$ cat src/rtl/lcd_write_arbiter.sv
// lcd_write_arbiter
//
// Shares one LCD byte-write controller (start/done handshake, 8-bit data
// plus RS) between two requesters. Each write is sequenced as: arbitrate,
// one-cycle start pulse, wait for done, post-write settle delay, then a
// one-cycle acknowledge to the requester.
//
// Arbitration is round-robin. A requester can keep the bus for multi-byte
// bursts by setting its lock bit. The lock is released when the owner
// completes a byte with lock=0, or when the owner leaves valid low for
// LOCK_IDLE consecutive idle cycles. A missing done is aborted after
// TIMEOUT cycles with a one-cycle err pulse, and the byte is still acked.
//
// Ports:
//   clk, rst                 clock (rising edge), synchronous active-high reset
//   req_valid0/1             requester has a byte pending
//   req_data0/1 [8:0]        [8]=RS, [7:0]=byte, held stable until ack
//   req_lock0/1              keep the grant after this byte
//   req_ack0/1               one-cycle completion pulse
//   lcd_data [7:0], lcd_rs   byte and RS towards the controller
//   lcd_start                one-cycle start pulse towards the controller
//   lcd_done                 controller reports write complete
//   grant [1:0]              one-hot current owner, 00 when idle
//   busy                     high in every state except IDLE
//   err                      one-cycle pulse on a timeout abort
module lcd_write_arbiter #(
  parameter int DLY_W      = 18,
  parameter int DLY_CYCLES = 262142,
  parameter int TIMEOUT    = 262143,
  parameter int LOCK_IDLE  = 16
) (
  input  logic       clk,
  input  logic       rst,
  input  logic       req_valid0,
  input  logic [8:0] req_data0,
  input  logic       req_lock0,
  output logic       req_ack0,
  input  logic       req_valid1,
  input  logic [8:0] req_data1,
  input  logic       req_lock1,
  output logic       req_ack1,
  output logic [7:0] lcd_data,
  output logic       lcd_rs,
  output logic       lcd_start,
  input  logic       lcd_done,
  output logic [1:0] grant,
  output logic       busy,
  output logic       err
);

  localparam logic [2:0] S_IDLE  = 3'd0;
  localparam logic [2:0] S_START = 3'd1;
  localparam logic [2:0] S_WAIT  = 3'd2;
  localparam logic [2:0] S_DLY   = 3'd3;
  localparam logic [2:0] S_ACK   = 3'd4;

  localparam int LI_W = (LOCK_IDLE > 1) ? $clog2(LOCK_IDLE) : 1;

  // Terminal counts. With DLY_CYCLES=0 the DLY state is never entered,
  // so its terminal value is irrelevant and only needs to be legal.
  localparam logic [DLY_W-1:0] TO_LAST  = DLY_W'(TIMEOUT - 1);
  localparam logic [DLY_W-1:0] DLY_LAST = (DLY_CYCLES > 0) ? DLY_W'(DLY_CYCLES - 1) : '0;
  localparam logic [LI_W-1:0]  LI_LAST  = LI_W'(LOCK_IDLE - 1);

  logic [2:0]       state;
  logic [DLY_W-1:0] cnt;
  logic [LI_W-1:0]  lidle;
  logic             last;      // port served most recently
  logic             lock;
  logic             lock_req;  // lock bit of the byte in flight
  logic             lock_own;

  logic             win_valid;
  logic             win_sel;
  logic [8:0]       sel_data;
  logic             sel_lock;

  // Winner selection in IDLE: a held lock restricts eligibility to the
  // owner; otherwise a tie goes to the port that was not served last.
  always_comb begin
    win_valid = 1'b0;
    win_sel   = 1'b0;
    if (lock) begin
      win_valid = lock_own ? req_valid1 : req_valid0;
      win_sel   = lock_own;
    end else if (req_valid0 && req_valid1) begin
      win_valid = 1'b1;
      win_sel   = ~last;
    end else if (req_valid0) begin
      win_valid = 1'b1;
      win_sel   = 1'b0;
    end else if (req_valid1) begin
      win_valid = 1'b1;
      win_sel   = 1'b1;
    end
  end

  assign sel_data = win_sel ? req_data1 : req_data0;
  assign sel_lock = win_sel ? req_lock1 : req_lock0;

  always_ff @(posedge clk) begin
    if (rst) begin
      state    <= S_IDLE;
      cnt      <= '0;
      lidle    <= '0;
      last     <= 1'b1;
      lock     <= 1'b0;
      lock_req <= 1'b0;
      lock_own <= 1'b0;
      grant    <= 2'b00;
      lcd_data <= 8'h00;
      lcd_rs   <= 1'b0;
      err      <= 1'b0;
    end else begin
      err <= 1'b0;
      case (state)
        S_IDLE: begin
          if (win_valid) begin
            lcd_data <= sel_data[7:0];
            lcd_rs   <= sel_data[8];
            lock_req <= sel_lock;
            grant    <= win_sel ? 2'b10 : 2'b01;
            lidle    <= '0;
            state    <= S_START;
          end else if (lock) begin
            // Owner absent while locked: give the bus back after
            // LOCK_IDLE consecutive idle cycles.
            if (lidle == LI_LAST) begin
              lock  <= 1'b0;
              lidle <= '0;
            end else begin
              lidle <= lidle + 1'b1;
            end
          end
        end
        S_START: begin
          cnt   <= '0;
          state <= S_WAIT;
        end
        S_WAIT: begin
          // done is tested first so a done coinciding with the last
          // timeout cycle completes normally without err.
          if (lcd_done) begin
            cnt   <= '0;
            state <= (DLY_CYCLES == 0) ? S_ACK : S_DLY;
          end else if (cnt == TO_LAST) begin
            err   <= 1'b1;
            state <= S_ACK;
          end else begin
            cnt <= cnt + 1'b1;
          end
        end
        S_DLY: begin
          if (cnt == DLY_LAST) begin
            state <= S_ACK;
          end else begin
            cnt <= cnt + 1'b1;
          end
        end
        S_ACK: begin
          last     <= grant[1];
          lock     <= lock_req;
          lock_own <= grant[1];
          lidle    <= '0;
          grant    <= 2'b00;
          state    <= S_IDLE;
        end
        default: begin
          state <= S_IDLE;
          grant <= 2'b00;
        end
      endcase
    end
  end

  // Handshake outputs are decoded from registered state only.
  assign lcd_start = (state == S_START);
  assign busy      = (state != S_IDLE);
  assign req_ack0  = (state == S_ACK) && grant[0];
  assign req_ack1  = (state == S_ACK) && grant[1];

endmodule

$ cat config.mk
export PLATFORM = sky130hd
export DESIGN_NAME = lcd_write_arbiter
export DESIGN_NICKNAME = d
export VERILOG_FILES = /design/src/rtl/lcd_write_arbiter.sv
export SDC_FILE = /design/constraint.sdc
export NUM_CORES = 1
export LEC_CHECK = 0
export BUFFER_PORTS_ARGS = -buffer_cell sky130_fd_sc_hd__buf_2
export CAP_MARGIN = 25
export CORE_MARGIN = 3
export CORE_UTILIZATION = 40
export DETAILED_ROUTE_END_ITERATION = 6
export GPL_TIMING_DRIVEN = 0
export PLACE_DENSITY = 0.65
export SYNTH_ARGS = -nofsm -noshare
export SYNTH_HDL_FRONTEND = slang
export SYNTH_SLANG_ARGS = --single-unit
$ cat constraint.sdc
create_clock -name clk -period 2.14 [get_ports clk]
set_input_delay 0.107 -clock clk [delete_from_list [all_inputs] [get_ports clk]]
set_output_delay 0.107 -clock clk [all_outputs]
set_load 0.03 [all_outputs]
# --- Word-level counts from Yosys, hierarchy flattened ---
# Index checks and enable logic that the tools add are counted.
# Widths: inputs -> output; s select.
word_totals:
  ff_bits: 41
  input_bits: 25
  output_inout_bits: 16
  elab_cells: 76
classes:
  n_addsub: 2
  eq_ne: 14
  n_mux: 31
  n_bitwise: 3
  reduce_logical: 15
op_table:
  columns: ["op", "n"]
  rows:
  - ["$mux 18", 3]
  - ["$pmux 18 s3", 1]
  - ["$eq 18x18->1 const B", 2]
  - ["$add 18x1->18 const B", 1]
  - ["$mux 1", 13]
  - ["$mux 3", 4]
  - ["$mux 4", 3]
  - ["$pmux 3 s4", 1]
  - ["$mux 9", 1]
  - ["$ne 3x3->1 const B", 3]
  - ["$ne 2x2->1 const B", 4]
  - ["$pmux 4 s2", 1]
  - ["$reduce_and 2->1", 4]
  - ["$eq 3x2->1 const B", 2]
  - ["$reduce_and 3->1", 2]
  - ["$reduce_bool 3->1", 2]
  - ["$reduce_or 3->1", 2]
  - ["$add 4x1->4 const B", 1]
  - ["$eq 4x4->1 const B", 1]
  - ["$mux 2", 2]
  - ["$pmux 2 s2", 1]
  - ["$eq 3x1->1 const B", 1]
  - ["$eq 3x3->1 const B", 1]
  - ["$logic_and 1x1->1", 3]
  - ["4 further kinds", 6]

# --- Depth between registers and ports, before layout ---
# Gate-level depths: netlist of run 1.
logic_depth:
  depth_word: 7
  mapped_depth: 8
  mapped_depth_nobuf: 7

# --- Worst setup path after synthesis of run 1 ---
# Ideal clock, no wire load.
synth_timing:
  path_type: "reg-to-reg"
  startpoint: "register cnt[0]"
  endpoint: "register cnt[15]"
  arrival_ps: 1761
  setup_slack_ps: 309
  path_stages_with_launch: 9
  period_less_slack_ps: 1831
  path_cell_list: "dfxtp_1 > inv_1 > ha_1 > or3b_1 > a21oi_1 > clkbuf_8 > a21oi_2 > or4b_1 > a21oi_1"
synth_via:
  elab_chain_cells: 4
  elab_cells_between_ends: 10
synth_rtl:
  columns: ["item", "line", "text"]
  rows:
  - ["from (decl)", "66", "logic [DLY_W-1:0] cnt;"]
  - ["from (signal assigned)", "150", "cnt <= cnt + 1'b1;"]
  - ["from (signal assigned)", "157", "cnt <= cnt + 1'b1;"]
  - ["$add 18x1->18", "150, 157", null]
  - ["$mux 18", "146", "end else if (cnt == TO_LAST) begin"]
  - ["$mux 18", "143", "if (lcd_done) begin"]
  - ["$pmux 18 s3", "116", "case (state)"]
# Several ways; a longest one is shown, not always the timed one. The select of a mux whose other input is x is not followed.
# A chain may end at the register's enable or synchronous reset.

# --- Worst setup path after layout of run 1 ---
# Ends and elaborated chain as after synthesis.

==> results.yml, run 1 <==
outcome:
  status: "finished, final reports clean"
yosys:
  yosys_register_bits: 41
  synth.net_count: 267
  ys_warn_count: 0
  synth.top_cells.by_area: "dfxtp_1 38%, mux2i_1 5.6%, a211oi_1 4.5%"
  ys_top_cells_by_count: "41 x dfxtp_1, 26 x nor2_1, 17 x a21oi_1, 17 x nand2_1"
  syn-instance-count: 238
  avgSynthCellArea_sq_um: 9.02
  ys.flop_type: "dfxtp_1"
  ys_async_sr_fraction: 0
  synth_top_area_frac: 0.382
  ys_types: 46
  yosysSeqAreaShare: 0.382
  syn_area_sq_mm: 0.00215
  synth_edf_count: 0
  yosysMostFrequentCell: "dfxtp_1"
  yosysTopAreaCell: "dfxtp_1"
critical_path:
  criticalPathCategory: "reg2reg"
  crit_fanout: 10
  timing.rr.start: "cnt[0]$_SDFFE_PP0P_"
  critPathLaunchType: "flip-flop"
  r2r_slack_ps: 200
  required_ps: 2360
  r2r_cells: 8
  cp_slowest_stage_delay_ps: 450
  crit_arrival_ps: 2170
  worstPathCellList: "inv_1, ha_1, or3b_1, a21oi_1, clkbuf_8, a21oi_2, or4b_1, a21oi_1"
  endpoint_kind: "flip-flop"
  crit_slowest_cell: "or4b_1"
  cp_common_cell: "a21oi_1"
  r2r_end: "cnt[15]$_SDFFE_PP0P_"
pwr:
  p_switching_uw: 567
  internal_power_mw: 1.21
  p_leak_nw: 1.00
  pwr-share-clk: 0.285
  powerDensity_mw_per_mm2: 706
  ir_drop_mv: 0.374
  combPwrFrac: 0.240
  switching_share: 0.318
  seq_power_share: 0.475
layout:
  syn_to_final_growth_pct: 17.5
  num-fill-cells: 536
  drive_above_1_share: 0.232
  fin_cells: 355
  seq_area_sq_um: 822
  final_util: 0.491
  multi_input_area_sq_mm: 0.00122
  antenna_cells: 0
  final_nets: 314
die:
  die_x_um: 79.3
  die_height_um: 79.3
  die_area_sq_mm: 0.00628
  rows: 26
  core-area_sq_mm: 0.00514
  start_util: 0.418
  pin_count: 41
clock_tree:
  cts_tree: "done"
  clockRootBuffer: "clkbuf_8"
  post-cts-setup-buffer-count: 0
  numCtsBuffers: 5
  clock_latency_ps: 290
  path_clk_slew_ps: 70
  cts_htree_levels: 2
  cts_max_path_buffers: 2
  numClockSinks: 41
  cts_hold_buffers: 0
  postCtsResizedCells: 0
detailed_routing:
  viasPerCell: 5.24
  wirelength_mm: 4.69
  drc: 0
  ant_nets: 0
  routedWlPerCell_um: 13.2
  drt_iter0_markers: 71
  first_pass_iters: 4
  num_vias: 1861
sta:
  finClkSkew_ps: 2.88
  fin_crit_sh: 0.909
  finalMaxSlewViolations: 0
  slew_headroom: 0.491
  hold_viol_final: 0
  rsz0062_at_grt: "no"
  hold_slack_ps: 132
  tightest_slew_ps: 754
  fmax_ghz: 0.514
  setup_viol: 0
  totalNegativeSetupSlack_ps: 0
  fin_crit_ps: 1940
global_routing:
  antenna_found_initial: 0
  track_usage: 0.161
  grt_pass1_wl_mm: 8.22
  overflow: 0
  grt_pass1_vias: 1815
  grt_max_degree: 12
placed_design:
  gp_congestion: 0.839
  io_buffers: 40
  dp_hpwl_mm: 3.48
  dp_cells: 348
worst_hold_path:
  hp-class: "in2reg"
  hold_end: "err$_SDFF_PP0_"
  hold_depth: 3
  hold_start: "lcd_done"
job:
  max_cap_viol_count: 0
## stage by stage
stage / instance area [sq um] / worst slack [ps] / power (mW)
finish: 2520 / 195 / 1.78
global route: 2520 / 60.9 / 1.89
CTS: 2520 / 135 / 1.81
detailed placement: 2430 / 152 / 1.29
global placement: 2430 / 163 / 1.29
floorplan: 2150 / 309 / 1.16
## flip-flops by register name, indices dropped and copies added, names as in the netlist
register	cells
cnt	18
lcd_data	8
lidle	4
state	3
grant	2
err	1
last	1
lcd_rs	1
lock	1
lock_own	1
lock_req	1
## placed cells by master, fill, tap and decap left out, types with 2 or more instances in the layout
| cell type | count |
|---|---|
| buf_2 | 44 |
| dfxtp_1 | 40 |
| nor2_1 | 26 |
| a21oi_1 | 17 |
| nand2_1 | 17 |
| nand3_1 | 13 |
| a211oi_1 | 13 |
| mux2i_1 | 12 |
| clkbuf_8 | 9 |
| xnor2_1 | 9 |
| clkbuf_1 | 7 |
| nor3_1 | 7 |
| inv_1 | 6 |
| nand4_1 | 5 |
| and2_1 | 4 |
| o31ai_1 | 4 |
| ha_1 | 4 |
| nand2b_1 | 3 |
| and3_1 | 3 |
| nor4_1 | 3 |
| a311oi_1 | 3 |
| or3_1 | 2 |
| nand3b_1 | 2 |
| a2111oi_4 | 2 |
| o41ai_1 | 2 |
| o211a_1 | 2 |
| a31oi_1 | 2 |
| or4_1 | 2 |
| nor2b_1 | 2 |
| nor3b_2 | 2 |
| a22oi_1 | 2 |
## area by class of cell
type / instances / area share
Inverter: 6 / 0.00893
Tap cell: 70 / 0.0347
Buffer: 13 / 0.0332
Sequential cell: 41 / 0.326
Timing Repair Buffer: 40 / 0.0794
Clock buffer: 7 / 0.0342
Multi-Input combinational cell: 178 / 0.484
## critical path, delay by kind of cell, from the launching register on
kind	cells	cell delay, ps
compound gates	3	450
simple gates	2	620
fa+ha+maj	1	180
buf+inv	2	250
flops	1	370
## cell families after synthesis
logic type | synth area share
buf+inv | 0.0495
mux | 0.0559
flops | 0.382
simple gates | 0.256
xor+xnor | 0.0367
fa+ha+maj | 0.0233
compound gates | 0.196
## power groups by stage
stage,Sequential [mW],Combinational (mW),Clock [mW]
after global placement,0.862,0.427,0
after CTS,0.845,0.431,0.530
after global routing,0.854,0.473,0.560
after detailed placement,0.862,0.431,0
final,0.845,0.428,0.508
after floorplan,0.932,0.231,0
## worst max path at each step
stage / end / slack, ps / start / cells after the start
after global placement: cnt[15]$_SDFFE_PP0P_ / 160 / cnt[0]$_SDFFE_PP0P_ / 8
after CTS: cnt[15]$_SDFFE_PP0P_ / 130 / cnt[0]$_SDFFE_PP0P_ / 8
after floorplan: cnt[15]$_SDFFE_PP0P_ / 310 / cnt[0]$_SDFFE_PP0P_ / 8
after global routing: cnt[7]$_SDFFE_PP0P_ / 60 / cnt[0]$_SDFFE_PP0P_ / 8
final: cnt[15]$_SDFFE_PP0P_ / 200 / cnt[0]$_SDFFE_PP0P_ / 8
after detailed placement: cnt[15]$_SDFFE_PP0P_ / 150 / cnt[0]$_SDFFE_PP0P_ / 8
## layer usage
| layer | wire length [um] | part of all wire | track usage | up-vias |
|---|---|---|---|---|
| li1 | - | - | - | 962 |
| met1 | 2290 | 0.49 | 0.206 | 855 |
| met2 | 2140 | 0.46 | 0.269 | 38 |
| met3 | 216 | 0.046 | 0.0465 | 6 |
| met4 | 34 | 0.0073 | 0.0326 | 0 |
| met5 | 0 | 0 | 0 | - |
Power figures use the tool's default switching activity.
==> inputs of run 2 (changes only) <==
--- a/config.mk
+++ b/config.mk
@@ -9,8 +9,10 @@
 export CAP_MARGIN = 25
 export CORE_MARGIN = 3
 export CORE_UTILIZATION = 40
+export CTS_BUF_LIST = sky130_fd_sc_hd__clkbuf_8
 export DETAILED_ROUTE_END_ITERATION = 6
 export GPL_TIMING_DRIVEN = 0
+export HOLD_SLACK_MARGIN = 0.15
 export PLACE_DENSITY = 0.65
 export SYNTH_ARGS = -nofsm -noshare
 export SYNTH_HDL_FRONTEND = slang
==> run 2 against run 1 <==
Utilization rose by 0.58 points. First-iteration DRC count rose by 1.4%. Cell area rose by 1.2%. Global-route usage rose by 0.12 points. Sequential share of layout area fell by 0.38 points. Largest power group unchanged. Highest routed layer unchanged.
==> results.yml, run 2 (synthesis results as in run 1) <==
critical_path:
  cp_slowest_stage_delay_ps: 450
  r2r_cells: 8
  timing.rr.start: "cnt[0]$_SDFFE_PP0P_"
  critPathLaunchType: "flip-flop"
  required_ps: 2370
  worstPathCellList: "inv_1, ha_1, or3b_1, a21oi_1, clkbuf_8, a21oi_2, or4b_1, a21oi_1"
  cp_common_cell: "a21oi_1"
  endpoint_kind: "flip-flop"
  crit_slowest_cell: "or4b_1"
  crit_fanout: 10
  r2r_slack_ps: 200
  crit_arrival_ps: 2170
  r2r_end: "cnt[15]$_SDFFE_PP0P_"
  criticalPathCategory: "reg2reg"
detailed_routing:
  drt_iter0_markers: 72
  wl_met2_mm: 2.17
  drc: 0
  viasPerCell: 5.23
  routedWlPerCell_um: 13.2
  first_pass_iters: 4
  ant_nets: 0
  wl_met3_um: 204
  routed.top_layer: "met4"
  num_vias: 1873
  wirelength_mm: 4.72
  met1Wirelength_mm: 2.33
clock_tree:
  cts_tree: "done"
  path_clk_slew_ps: 70
  clockRootBuffer: "clkbuf_8"
  cts_htree_levels: 2
  numCtsBuffers: 5
  cts_max_path_buffers: 2
  numClockSinks: 41
  clock_latency_ps: 290
  post-cts-setup-buffer-count: 0
global_routing:
  antenna_found_initial: 0
  grt_pass1_wl_mm: 8.29
  overflow: 0
  grt_pass1_vias: 1827
  grt_max_degree: 12
  track_usage: 0.162
die:
  core-area_sq_mm: 0.00514
  die_x_um: 79.3
  die_area_sq_mm: 0.00628
  die_height_um: 79.3
  pin_count: 41
  rows: 26
  start_util: 0.418
pwr:
  ir_drop_mv: 0.374
  powerDensity_mw_per_mm2: 698
  p_leak_nw: 1.02
placed_design:
  dp_hpwl_mm: 3.48
  gp_congestion: 0.839
  dp_cells: 348
  pre_cts_ws_ps: 152
  io_buffers: 40
sta:
  hold_slack_ps: 154
  fin_crit_sh: 0.908
  rsz0062_at_grt: "no"
  hold_viol_final: 0
  tightest_slew_ps: 754
  slew_headroom: 0.491
  finalMaxSlewViolations: 0
  finClkSkew_ps: 2.73
  fmax_ghz: 0.514
  worst_slack_ps: 196
  totalNegativeSetupSlack_ps: 0
  fin_crit_ps: 1940
  setup_viol: 0
layout:
  multi_input_area_sq_mm: 0.00122
  antenna_cells: 0
  fin_cells: 358
  final_cell_mix: "44 x buf_2, 40 x dfxtp_1, 26 x nor2_1"
  drive_above_1_share: 0.229
  final_nets: 317
  syn_to_final_growth_pct: 18.9
  seq_area_sq_um: 822
  largest_reg_flops: 18
  reg_top3: "cnt (18), lcd_data (8), lidle (4)"
  regMostFlops: "cnt"
  num-fill-cells: 534
  final_common_cell: "buf_2"
outcome:
  status: "finished, final reports clean"
worst_hold_path:
  hold_depth: 3
  hold_end: "lcd_data[4]$_SDFFE_PP0P_"
  hp-class: "in2reg"
  hold_start: "req_data1[4]"
job:
  max_cap_viol_count: 0
run 2: routing by layer:
metal | vias to the layer above | global-route usage
li1 | 969 | -
met3 | 4 | 0.0465
met5 | - | 0
met2 | 36 | 0.274
met4 | 0 | 0.0275
met1 | 864 | 0.208
run 2: cell type report:
type / instances / share of cell area
timing repair buffer: 43 / 0.0902
clock inverter: 1 / 0.00147
multi-input combinational: 178 / 0.478
inverter: 6 / 0.00882
sequential: 41 / 0.322
clock buffer: 6 / 0.0324
tap: 70 / 0.0343
buffer: 13 / 0.0328
run 2: worst max-delay path by stage:
| stage | depth (start not counted) | endpoint | start | slack (ps) |
|---|---|---|---|---|
| finish | 8 | cnt[15]$_SDFFE_PP0P_ | cnt[0]$_SDFFE_PP0P_ | 200 |
| global route | 8 | cnt[7]$_SDFFE_PP0P_ | cnt[0]$_SDFFE_PP0P_ | 60 |
| CTS | 8 | cnt[15]$_SDFFE_PP0P_ | cnt[0]$_SDFFE_PP0P_ | 130 |
| detailed placement | 8 | cnt[15]$_SDFFE_PP0P_ | cnt[0]$_SDFFE_PP0P_ | 150 |
| global placement | 8 | cnt[15]$_SDFFE_PP0P_ | cnt[0]$_SDFFE_PP0P_ | 160 |
| floorplan | 8 | cnt[15]$_SDFFE_PP0P_ | cnt[0]$_SDFFE_PP0P_ | 310 |
run 2: what timing repair did:
action	in CTS	in global routing
setup endpoints to repair	0	1
gates resized for setup	0	1
hold buffers	3	0
hold endpoints to repair	3	0
run 2: per-stage QoR:
stage / cell area [sq um] / total power, mW / util
2_1_floorplan: 2150 / 1.16 / -
3_3_place_gp: 2430 / 1.29 / 0.474
3_5_place_dp: 2430 / 1.29 / 0.474
4_1_cts: 2550 / 1.81 / 0.496
5_1_grt: 2550 / 1.89 / 0.497
6_report: 2550 / 1.78 / 0.497
run 2: critical path, delay by kind of cell, from the launching register on:
| family | cells | cell delay, ps |
|---|---|---|
| AO/OA/AOI/OAI | 3 | 450 |
| adder cells (fa/ha/maj) | 1 | 180 |
| buffers and inverters | 2 | 250 |
| flip-flops | 1 | 370 |
| AND/OR/NAND/NOR | 2 | 620 |
run 2: report_power, final:
| group | leakage, nW | total [mW] | switching [mW] | internal, mW |
|---|---|---|---|---|
| registers | 0.334 | 0.846 | 0.0323 | 0.814 |
| logic | 0.634 | 0.432 | 0.284 | 0.148 |
| clock network | 0.0485 | 0.504 | 0.253 | 0.251 |
